File: src/rtl/fact_mmio_pkg.sv
// Shared definitions for the factorial accelerator register front end:
// bus address map, STATUS bit positions and control FSM encoding.
package fact_mmio_pkg;

  localparam logic [1:0] ADDR_N      = 2'd0;
  localparam logic [1:0] ADDR_GO     = 2'd1;
  localparam logic [1:0] ADDR_STATUS = 2'd2;
  localparam logic [1:0] ADDR_RESULT = 2'd3;

  localparam int STATUS_DONE = 0;
  localparam int STATUS_ERR  = 1;
  localparam int STATUS_BUSY = 2;

  typedef enum logic [1:0] {
    IDLE  = 2'd0,
    START = 2'd1,
    WAIT  = 2'd2,
    DONE1 = 2'd3
  } state_t;

endpackage

File: src/rtl/fact_watchdog.sv
// Clearable up-counter guarding the wait for the core; tc flags the last
// allowed cycle (count == TIMEOUT-1).
module fact_watchdog #(
  parameter int TIMEOUT = 1024
) (
  input  logic clk,
  input  logic rst,
  input  logic clr,
  input  logic en,
  output logic tc
);

  localparam int CW = $clog2(TIMEOUT);

  logic [CW-1:0] count_reg;

  always_ff @(posedge clk) begin
    if (rst || clr) begin
      count_reg <= '0;
    end else if (en) begin
      count_reg <= count_reg + 1'b1;
    end
  end

  assign tc = (count_reg == CW'(TIMEOUT - 1));

endmodule

File: src/rtl/fact_mmio.sv
// Bus register front end for the factorial core: latches n, pulses go,
// waits for the two-cycle done handshake and exposes sticky status/result.
module fact_mmio
  import fact_mmio_pkg::*;
#(
  parameter int N_W     = 4,
  parameter int R_W     = 32,
  parameter int TIMEOUT = 1024
) (
  input  logic           clk,
  input  logic           rst,
  input  logic           we,
  input  logic [1:0]     addr,
  input  logic [31:0]    wdata,
  output logic [31:0]    rdata,
  output logic [N_W-1:0] n,
  output logic           go,
  input  logic           core_done,
  input  logic           core_error,
  input  logic [R_W-1:0] core_result
);

  state_t         state_reg;
  logic [N_W-1:0] n_reg;
  logic [R_W-1:0] result_reg;
  logic           done_reg;
  logic           err_reg;
  logic           go_reg;
  logic [31:0]    rdata_reg;
  logic [31:0]    rd_word;
  logic           wd_tc;
  logic           busy;
  logic           n_wr;
  logic           go_wr;
  logic           unused_wdata;

  assign unused_wdata = ^wdata[31:N_W];

  assign busy  = (state_reg != IDLE);
  assign n_wr  = we && (addr == ADDR_N) && !busy;
  assign go_wr = we && (addr == ADDR_GO) && wdata[0] && !busy;

  fact_watchdog #(.TIMEOUT(TIMEOUT)) u_watchdog (
    .clk (clk),
    .rst (rst),
    .clr (state_reg == START),
    .en  (state_reg == WAIT),
    .tc  (wd_tc)
  );

  // Read mux uses pre-edge register values, so a same-cycle write is not visible yet.
  always_comb begin
    rd_word = '0;
    case (addr)
      ADDR_N:      rd_word[N_W-1:0] = n_reg;
      ADDR_STATUS: begin
        rd_word[STATUS_DONE] = done_reg;
        rd_word[STATUS_ERR]  = err_reg;
        rd_word[STATUS_BUSY] = busy;
      end
      ADDR_RESULT: rd_word[R_W-1:0] = result_reg;
      default:     rd_word = '0;
    endcase
  end

  always_ff @(posedge clk) begin
    if (rst) begin
      state_reg  <= IDLE;
      n_reg      <= '0;
      result_reg <= '0;
      done_reg   <= 1'b0;
      err_reg    <= 1'b0;
      go_reg     <= 1'b0;
      rdata_reg  <= '0;
    end else begin
      rdata_reg <= rd_word;
      go_reg    <= 1'b0;
      case (state_reg)
        IDLE: begin
          if (n_wr) begin
            n_reg <= wdata[N_W-1:0];
          end
          if (go_wr) begin
            done_reg  <= 1'b0;
            err_reg   <= 1'b0;
            go_reg    <= 1'b1;
            state_reg <= START;
          end
        end
        START: begin
          if (core_error) begin
            err_reg   <= 1'b1;
            done_reg  <= 1'b1;
            state_reg <= IDLE;
          end else begin
            state_reg <= WAIT;
          end
        end
        WAIT: begin
          if (core_done) begin
            state_reg <= DONE1;
          end else if (wd_tc) begin
            err_reg   <= 1'b1;
            done_reg  <= 1'b1;
            state_reg <= IDLE;
          end
        end
        DONE1: begin
          // Only the second consecutive done cycle carries the final product.
          if (core_done) begin
            result_reg <= core_result;
            done_reg   <= 1'b1;
            state_reg  <= IDLE;
          end else begin
            state_reg <= WAIT;
          end
        end
        default: state_reg <= IDLE;
      endcase
    end
  end

  assign rdata = rdata_reg;
  assign n     = n_reg;
  assign go    = go_reg;

endmodule

File: config.mk
export PLATFORM = sky130hd
export DESIGN_NAME = fact_mmio
export DESIGN_NICKNAME = d
export VERILOG_FILES = /design/src/rtl/fact_mmio_pkg.sv /design/src/rtl/fact_watchdog.sv /design/src/rtl/fact_mmio.sv
export SDC_FILE = /design/constraint.sdc
export NUM_CORES = 1
export LEC_CHECK = 0
export CORE_MARGIN = 10
export CORE_UTILIZATION = 40
export DETAILED_ROUTE_END_ITERATION = 10
export GPL_TIMING_DRIVEN = 1
export PLACE_DENSITY = 0.84
export SETUP_SLACK_MARGIN = 0.5
export SLEW_MARGIN = 10
export SYNTH_ARGS = -nofsm -noshare
export SYNTH_HDL_FRONTEND = slang
export SYNTH_SLANG_ARGS = --single-unit
File: constraint.sdc
create_clock -name clk -period 1.5 [get_ports clk]
set_input_delay 0.3 -clock clk [delete_from_list [all_inputs] [get_ports clk]]
set_output_delay 0.3 -clock clk [all_outputs]
set_load 0.01 [all_outputs]
==> Word level (Yosys, flattened, before mapping) <==
Cells that the tools add are included.
Widths: inputs -> output; s select.
{ "word_totals": {"register_bits": 83, "output_inout_bits": 37, "word_cells": 59} }
{ "op_classes": {"n_addsub": 1, "eq_ne": 13, "muxes": 16, "bitwise": 2, "n_reduce_logical": 18} }
{ "op_table": {"columns": ["op", "n"], "rows": [
  ["$add 10x1->10 const B", 1],
  ["$eq 10x10->1 const B", 1],
  ["$mux 2", 5],
  ["$ne 2x2->1 const B", 5],
  ["$reduce_and 5->1", 2],
  ["$pmux 3 s3", 1],
  ["$eq 2x2->1 const B", 4],
  ["$pmux 2 s4", 1],
  ["$mux 1", 6],
  ["$reduce_and 2->1", 3],
  ["$logic_and 1x1->1", 5],
  ["$eq 2x1->1 const B", 2],
  ["$logic_not 2->1", 2],
  ["$pmux 1 s4", 1],
  ["$reduce_or 2->1", 2],
  ["$ne 3x3->1 const B", 1],
  ["$pmux 1 s3", 1],
  ["$reduce_bool 3->1", 1],
  ["$not 1->1", 2],
  ["$pmux 1 s2", 1],
  ["$reduce_bool 2->1", 1],
  ["$logic_not 1->1", 1],
  ["$logic_or 1x1->1", 1]
]} }

==> Depth between registers and ports, before layout <==
{ "logic_depth": {"word_depth": 6, "depth_mapped": 7} }

==> Hierarchy <==
From an unflattened synthesis, not the netlist that was laid out.
{ "hier_totals": {"hier_cells": 322, "hier_area_um2": 3041.7} }
{ "modules_own_cells": {"columns": ["mod", "n_inst", "cells_per_inst", "area_each_um2"], "rows": [
  ["fact_mmio", 1, 272, 2586.2],
  ["fact_watchdog", 1, 50, 455.4]
]} }

==> Worst setup path before layout <==
No wires, ideal clock.
{ "synth_path": {"path_kind": "flip-flop to flip-flop", "from": "register state_reg[0]", "to": "register u_watchdog.count_reg[8]", "t_arrival_ps": 1538, "t_required_ps": 1429, "setup_slack_ps": -109, "stages_incl_launch_ff": 7, "n_path_buf": 1, "synth_period_minus_slack_ps": 1609, "cell_sequence": "dfxtp_1 -> inv_1 -> ha_1 -> clkbuf_1 -> nand4_1 -> or3_2 -> a21oi_1"} }
{ "synth_between": {"elab_chain_len": 2, "elab_cells_between_ends": 3} }
{ "synth_rtl": {"columns": ["element", "line_no", "source"], "rows": [
  ["start: declaration", "fact_mmio.sv:23", "state_t state_reg;"],
  ["start signal: assignment", "fact_mmio.sv:68", "state_reg <= IDLE;"],
  ["start signal: assignment", "fact_mmio.sv:87", "state_reg <= START;"],
  ["start signal: assignment", "fact_mmio.sv:94", "state_reg <= IDLE;"],
  ["$eq 2x1->1", "fact_mmio.sv:46", ".clr (state_reg == START),"],
  ["$logic_or 1x1->1", "fact_watchdog.sv:18", "if (rst || clr) begin"],
  ["end signal: assignment", "fact_watchdog.sv:21", "count_reg <= count_reg + 1'b1;"],
  ["end: declaration", "fact_watchdog.sv:15", "logic [CW-1:0] count_reg;"]
]} }
Parallel ways exist; a longest one is shown, timed or not.
A chain may end at the register's enable or synchronous reset.

==> Worst setup path after layout <==
{ "layout_path": {"from": "register u_watchdog.count_reg[0]", "to": "register state_reg[0]"} }
{ "layout_between": {"elab_chain_len": 3} }
{ "layout_rtl": {"columns": ["element", "line_no", "source"], "rows": [
  ["$eq 10x10->1", "fact_watchdog.sv:25", "assign tc = (count_reg == CW'(TIMEOUT - 1));"],
  ["$ne 3x3->1 (no source line)", null, null],
  ["$reduce_and 2->1 (no source line)", null, null]
]} }
No other way between the ends.

==> impl_metrics.ini <==
[status]
outcome = finished, violations left
violations = setup timing

[sta]
worst_hold_slack_ns = 0.357
setup_slack_ns = -0.138
setup_viol_count_final = 4
hold_viol = 0
period_share_pct = 109
max_clock_freq_mhz = 610
grt_setup_unrepaired = yes
fin_crit_ns = 1.64
maxSlewHeadroom_pct = 65.6
worst_slew_pin_slew_ns = 0.516
skew_ns = 0.00812
slew_violations = 0

[placement]
dp_hpwl_mm = 5.45
io_buffers = 79
place.gp.congestion = 0.805
dp.cells = 510

[clocking]
clk_pin_slew_ns = 0.08
cts_root_buffer = clkbuf_8
clk-insertion-delay-late_ns = 0.35
clockBufferDepth = 2
cts_inserted_buffers = 9
cts_max_level = 3
cts_sinks = 83
tritoncts = built

[cells_and_area]
num_antenna_cells = 0
final_layout_size_suffix_gt1_share_pct = 47.1
layout.cells.most_common = dfxtp_1
area_growth_syn_to_layout_pct = 69.6
fin_cells = 553
fin_nets = 531
mostFrequentLayoutCells = dfxtp_1 (55), clkdlybuf4s50_1 (39), buf_6 (38), nand2_1 (35), a21oi_1 (33)

[critical_path]
r2r_cells = 7
rrSetupSlack_ns = -0.14
worst_ep_required_time_ns = 1.71
arrival_ns = 1.85
r2r_start = u_watchdog.count_reg[0]$_SDFFE_PP0P_
worstPathMaxFanout = 2
crit_path_start_kind = flop
r2r_end = state_reg[0]$_SDFFE_PP0P_
critPathKind = flop to flop
crit_path_end_kind = flop

[route]
drt-initial-drc-count = 104
first_pass_iters = 5
routedWlPerCell_um = 16.5
routed_wl_mm = 9.11
drc = 0
via_per_inst = 4.85
vias = 2683
antenna_left = 0

[worst_hold_path]
hold_path.class = input port to flop
hold_end = rdata[3]$_SDFF_PP0_
hp-start = addr[0]
hold_depth = 4

[floorplan]
die_area_um2 = 11300
rows = 31
core_um2 = 7210
die_h_um = 106
dieWidth_um = 106
ios = 108
start_util_pct = 41.1

[pwr]
p_leak_nw = 2.10
powerDensity_nw_per_um2 = 837
ir_worst_vdd_mv = 0.479
total_power_w = 0.00421

[yosys]
synth.cell_area_um2 = 2970
avgSynthCellArea_um2 = 9.25
yosysWarnings = 0
ys_seq_area_share_pct = 56.0
ys_ff_latch = 83
synth_nets = 402
syn_inst = 321
synth_cell_types = 34

[global_route]
grt_max_degree = 48
antenna_found_initial = 0
grt.overflow.total = 0
globalRouteTotalUtil_pct = 16.2
grt_pass1_wl_mm = 14.6
grt_pass1_vias = 2915

[run]
maxCapViolations = 0
==> layout make-up <==
type / instances / area, um2
Multi-Input combinational cell: 216 / 1620
Timing Repair Buffer: 134 / 1360
Clock inverter: 4 / 31.3
Fill cell: 523 / 2180
Tap cell: 99 / 124
Clock buffer: 11 / 163
Sequential cell: 83 / 1700
Inverter: 6 / 32.5
==> power by group <==
part,leakage [nW],total (W),switching (W),internal (W)
logic,1.31,0.000435,0.000196,0.000239
clock network,0.101,0.00154,0.000796,0.000747
registers,0.683,0.00223,0.0000160,0.00222
==> through the flow <==
step	setup TNS (ns)	setup WS [ns]	instance area, um2	utilization (%)
floorplan	-0.0161	-0.0161	3130	-
global placement	-21.67	-0.552	4140	57.4
detailed placement	-24.17	-0.607	4140	57.4
CTS	-0.100	-0.0527	4820	66.8
global route	-0.694	-0.235	5030	69.8
finish	-0.242	-0.138	5030	69.8
==> critical path, stage by stage (launching register included) <==
cell	delay [ns]
dfxtp_2	0.37
ha_4	0.14
nand4_1	0.11
buf_4	0.17
buf_6	0.12
o31a_4	0.30
nor4b_4	0.23
nor3_1	0.08
==> layer usage <==
layer | track usage (%) | share of wire [%] | vias to the layer above
met3 | 4.83 | 5.2 | 19
met2 | 28.0 | 52 | 91
li1 | - | - | 1321
met1 | 17.8 | 41 | 1252
met5 | 0 | 0 | -
met4 | 8.22 | 2.7 | 0
==> cell usage after synthesis, drive strengths merged <==
| cell type | count | area share (%) |
|---|---|---|
| or4 | 1 | 0.25 |
| dfxtp | 83 | 56 |
| and3 | 1 | 0.25 |
| nand3 | 5 | 0.84 |
| and2 | 30 | 6.3 |
| buf | 2 | 0.25 |
| nand4 | 5 | 1.3 |
| nor2b | 2 | 0.42 |
| ha | 10 | 4.2 |
| nand2b | 4 | 0.84 |
| o21ai | 3 | 0.51 |
| mux2i | 6 | 2.0 |
| or2 | 1 | 0.21 |
| nand4b | 1 | 0.30 |
| clkbuf | 15 | 1.9 |
| and4 | 2 | 0.63 |
| inv | 6 | 0.76 |
| a222oi | 3 | 1.0 |
| nor4b | 1 | 0.30 |
| nand2 | 70 | 8.9 |
| a22oi | 1 | 0.25 |
| xor2 | 5 | 1.5 |
| or3 | 2 | 0.46 |
| a21oi | 37 | 6.2 |
| nor3 | 5 | 0.84 |
| xnor2 | 2 | 0.59 |
| o31a | 2 | 0.63 |
| nor2 | 13 | 1.6 |
| o31ai | 2 | 0.51 |
| nor4 | 1 | 0.21 |
==> cells by family after synthesis <==
| group | Yosys count | synth area share (%) |
|---|---|---|
| compound gates | 48 | 9.15 |
| mux | 6 | 2.02 |
| fa+ha+maj | 10 | 4.22 |
| buf+inv | 23 | 2.91 |
| xor+xnor | 7 | 2.07 |
| flops | 83 | 56.0 |
| simple gates | 144 | 23.7 |
==> what timing repair did <==
action / in CTS / in global routing
gates resized for setup: 265 / 48
cloned: 5 / 0
pin swaps: 24 / 21
hold buffers: 0 / 0
endpoints found under the setup margin: 120 / 91
buffers inserted: 18 / 5
==> how the worst max path moves through the flow <==
| stage | depth (start not counted) | from | slack, ns | to |
|---|---|---|---|---|
| finish | 7 | u_watchdog.count_reg[0]$_SDFFE_PP0P_ | -0.14 | state_reg[0]$_SDFFE_PP0P_ |
| global placement | 6 | addr[0] | -0.55 | done_reg$_SDFFE_PP0P_ |
| floorplan | 5 | u_watchdog.count_reg[0]$_SDFFE_PP0P_ | -0.02 | done_reg$_SDFFE_PP0P_ |
| CTS | 5 | u_watchdog.count_reg[0]$_SDFFE_PP0P_ | -0.05 | done_reg$_SDFFE_PP0P_ |
| detailed placement | 6 | addr[0] | -0.61 | done_reg$_SDFFE_PP0P_ |
| global route | 7 | u_watchdog.count_reg[0]$_SDFFE_PP0P_ | -0.23 | state_reg[0]$_SDFFE_PP0P_ |
(Power assumes the default switching activity.)
